File: src/rtl/priority_encoder_8to3.sv
// Registered 8-to-3 priority encoder with sticky request capture and a
// valid/ready output handshake; one encoded index is retired per accepted transfer.
module priority_encoder_8to3 #(
  parameter bit HIGH_FIRST = 1'b1
) (
  input  logic       clk,
  input  logic       rst_n,
  input  logic [7:0] req,
  input  logic [7:0] mask,
  input  logic       out_ready,
  output logic       out_valid,
  output logic [2:0] out_code,
  output logic [7:0] pending,
  output logic       overflow,
  input  logic       clr_ovf
);

  typedef enum logic {
    IDLE    = 1'b0,
    PRESENT = 1'b1
  } state_t;

  state_t     state_q;
  state_t     state_d;
  logic       ack;
  logic [7:0] ack_onehot;
  logic [7:0] elig;
  logic [2:0] sel_code;
  logic       load_code;
  logic       ovf_set;

  // Later loop iterations overwrite earlier ones, so the scan direction sets the winner.
  function automatic logic [2:0] select_idx(input logic [7:0] v);
    logic [2:0] idx;
    idx = 3'd0;
    if (HIGH_FIRST) begin
      for (int i = 0; i < 8; i++)
        if (v[i]) idx = 3'(i);
    end else begin
      for (int i = 7; i >= 0; i--)
        if (v[i]) idx = 3'(i);
    end
    return idx;
  endfunction

  // The index being retired this cycle is excluded from both eligibility and overflow.
  always_comb begin
    ack        = out_valid & out_ready;
    ack_onehot = ack ? (8'b1 << out_code) : 8'b0;
    elig       = pending & ~ack_onehot & mask;
    sel_code   = select_idx(elig);
    ovf_set    = |(req & pending & ~ack_onehot);
  end

  always_comb begin
    state_d = state_q;
    case (state_q)
      IDLE:    if (elig != 8'b0) state_d = PRESENT;
      PRESENT: if (out_ready && (elig == 8'b0)) state_d = IDLE;
      default: state_d = IDLE;
    endcase
  end

  // A held code only changes once the consumer has taken it.
  always_comb begin
    out_valid = (state_q == PRESENT);
    load_code = ((state_q == IDLE) || out_ready) && (elig != 8'b0);
  end

  always_ff @(posedge clk) begin
    if (!rst_n) begin
      state_q  <= IDLE;
      pending  <= 8'b0;
      out_code <= 3'b000;
      overflow <= 1'b0;
    end else begin
      state_q  <= state_d;
      pending  <= (pending & ~ack_onehot) | req;
      if (load_code) out_code <= sel_code;
      overflow <= ovf_set | (overflow & ~clr_ovf);
    end
  end

endmodule

File: config.mk
export PLATFORM = sky130hd
export DESIGN_NAME = priority_encoder_8to3
export DESIGN_NICKNAME = d
export VERILOG_FILES = /design/src/rtl/priority_encoder_8to3.sv
export SDC_FILE = /design/constraint.sdc
export NUM_CORES = 1
export LEC_CHECK = 0
export CORE_ASPECT_RATIO = 0.8
export CORE_MARGIN = 2
export CORE_UTILIZATION = 36
export CTS_CLUSTER_DIAMETER = 40
export DETAILED_ROUTE_END_ITERATION = 7
export GPL_TIMING_DRIVEN = 0
export PLACE_DENSITY = 0.77
export SLEW_MARGIN = 30
export SYNTH_ARGS = -nofsm -noshare
export SYNTH_HDL_FRONTEND = slang
export SYNTH_SLANG_ARGS = --single-unit
File: constraint.sdc
create_clock -name clk -period 1.45 [get_ports clk]
set_input_delay 0.2175 -clock clk [delete_from_list [all_inputs] [get_ports clk]]
set_output_delay 0.2175 -clock clk [all_outputs]
set_load 0.05 [all_outputs]
==> run metrics <==
final setup violation count=5; drt total wl=2380 um; initial antenna violation count=0; initial core utilization=39.0%; DR vias=840; area grow syn2layout=55.6%; status=finished with violations; Setup crit end=out_code[1]$_SDFFE_PN0P_; CTS Hold Buffers Added=0; HPWL Detailed=1760 um; Max stage delay on crit path=0.41 ns; #FFs+latches synth=13; Antenna diodes=0; TritonCTS Sinks=13; layout cell share with drive strength beyond 1=16.5%; post-route setup slack=-0.229 ns; Ports=33; synth top area cells=dfxtp_1, nor2_1, a21boi_0, nand2_1, o21a_1; chip height=44.9 um; DR DRC count=0; reg2reg end=out_code[1]$_SDFFE_PN0P_; worst relative slew slack=66.9%; Max Freq=0.595 GHz; reg2reg start=out_code[1]$_SDFFE_PN0P_; CTS Buffer Depth=2; post-synth top area share=34.6%; Period minus WS final=1.68 ns; Worst Skew=0.0124 ns; GRT overflow=0; Multi-input gate area=502 sq um; top_reg_cell synth=dfxtp_1; Placed Area=1120 sq um; Max Cap Viol=0; H-Tree Depth=1; pin slew with the least headroom to its limit=0.499 ns; startpoint class of the critical path=flip-flop; crit path cell chain=nand3b_1 -> o21a_4 -> a2111oi_4 -> a21oi_2 -> mux2i_1; commonest non-fill, non-tap cell in the layout=clkdlybuf4s50_1; pin count of the biggest net entering global routing=11; Synth area leader=dfxtp_1; DR WL/cell=15.8 um; RSZ-0062 raised after global routing=true; post-route insts no fill=151; Worst-path clk slew=0.09 ns; placed insts=144; Root Driver=clkbuf_4; Filler Cells Inserted=190; CP endpoint kind=flip-flop; vias in the first global route=768; Register-to-Register Path Depth=5; most frequent cells in the layout=clkdlybuf4s50_1, nor2_1, dlygate4sd2_1; Hold Path Class=flip-flop to flip-flop; Design Area, Final=1170 sq um; Synth cell types=35; failing checks=setup timing; Nets=148; worst path buffer plus inverter count=0; CTS tree=yes; Post-Syn Instances=88; max-slew violations=0; Die Wd=55.1 um; Hold Fails Final Rpt=0; Sequential Area=277 sq um; Mapped Nets=108; Tot GR Track Use=21.3%; GPL Wtd Cong=0.813; Setup CP Type=flip-flop to flip-flop; slowest CP cell=a2111oi_4; ys async rst share=0%; port bufs=32; Core Area=1930 sq um; largest delay contributor family on the critical path=compound AO/OA/AOI/OAI gates; Worst Path Max Fanout=6; first-pass GRT wire length=3540 um; site row count=14; Tcrit/Tclk final=116%; CTS Buf Count=3; Detail Route Antenna Nets=0; Die Area=2470 sq um; leak pwr=0.494 nW; R2R setup slack=-0.23 ns; drt pass-1 iters=4; PD cells=931 nW/um^2; sequential area share after synthesis=34.6%; Vias/cell=5.56; Crit path depth=5; worst setup path start=out_code[1]$_SDFFE_PN0P_; syn_area_per_cell=8.55 sq um; Clk Latency, worst-skew pair=0.29 ns; worst vdd ir=0.000601 V; Required @ worst endpoint=1.63 ns; Synth Warn #=0; Mapped Area=752 sq um; EDFF count, synth=0; initial detailed-routing violation count=23; WP data arrival=1.86 ns
==> cells by family (layout without fill, tap and decap cells) <==
family	count (synthesis)	after routing	share of synthesized area [%]
mux	1	1	1.33
buf+inv	1	40	0.499
flops	13	13	34.6
simple gates	40	40	27.8
compound gates	33	33	35.8
==> stage by stage <==
step | hold WS, ns | setup TNS (ns) | utilization [%] | setup slack [ns] | total power [mW]
after detailed placement | 0.502 | -3.20 | 58.3 | -0.629 | 0.860
after global placement | 0.491 | -2.62 | 58.3 | -0.545 | 0.851
after floorplan | 0.338 | -0.395 | - | -0.148 | 0.698
final | 0.516 | -0.873 | 60.7 | -0.229 | 1.09
after CTS | 0.516 | -0.760 | 59.5 | -0.214 | 1.07
after global routing | 0.536 | -1.22 | 60.7 | -0.293 | 1.14
==> worst min-delay path by stage <==
stage | start | endpoint | slack, ns | depth (start not counted)
floorplan | req[3] | pending[3]$_SDFF_PN0_ | 0.34 | 2
global placement | out_code[1]$_SDFFE_PN0P_ | out_code[1]$_SDFFE_PN0P_ | 0.49 | 2
CTS | out_code[1]$_SDFFE_PN0P_ | out_code[1]$_SDFFE_PN0P_ | 0.52 | 2
detailed placement | out_code[1]$_SDFFE_PN0P_ | out_code[1]$_SDFFE_PN0P_ | 0.50 | 2
finish | out_code[1]$_SDFFE_PN0P_ | out_code[1]$_SDFFE_PN0P_ | 0.52 | 2
global route | out_code[1]$_SDFFE_PN0P_ | out_code[1]$_SDFFE_PN0P_ | 0.54 | 2
==> final cells by class <==
class	count	share of cell area, %
multi-input combinational	74	42.9
timing repair buffer	35	28.3
sequential	13	23.6
tap	24	2.57
clock buffer	4	2.25
inverter	1	0.321
==> synthesized netlist by cell type, drive strengths merged, types with 2 or more instances <==
| cell | number |
|---|---|
| and3 | 3 |
| nor2 | 17 |
| and2 | 2 |
| nor2b | 3 |
| o21a | 5 |
| o21ai | 2 |
| a21boi | 5 |
| o211a | 2 |
| dfxtp | 13 |
| a22oi | 2 |
| a21o | 2 |
| a21oi | 6 |
| nand2 | 8 |
==> power by group <==
group | leakage [nW] | switching (mW) | total, mW | internal (mW)
clock network | 0.0150 | 0.132 | 0.239 | 0.107
logic | 0.368 | 0.246 | 0.419 | 0.172
registers | 0.111 | 0.0378 | 0.431 | 0.394
==> metal layers <==
| metal | vias to the layer above | track usage (%) | share of wire (%) |
|---|---|---|---|
| met5 | - | 0 | 0 |
| met4 | 0 | 5.85 | 1.5 |
| met3 | 6 | 8.61 | 7.7 |
| met2 | 38 | 33.6 | 45 |
| met1 | 393 | 26.8 | 45 |
| li1 | 403 | - | - |
==> repair_timing <==
action                     CTS  global route
gates resized for setup     18             6
pin swaps                    8             2
setup endpoints to repair   18            11
setup buffers                1             2
==> state kept, by name, indices dropped and copies added (netlist names) <==
register,count
out_valid,1
pending,8
out_code,3
overflow,1
==> worst register-to-register path: stages (launching register included) <==
cell       delay [ns]
dfxtp_4          0.37
nand3b_1         0.25
o21a_4           0.28
a2111oi_4        0.41
a21oi_2          0.13
mux2i_1          0.13
(Power assumes the default switching activity.)
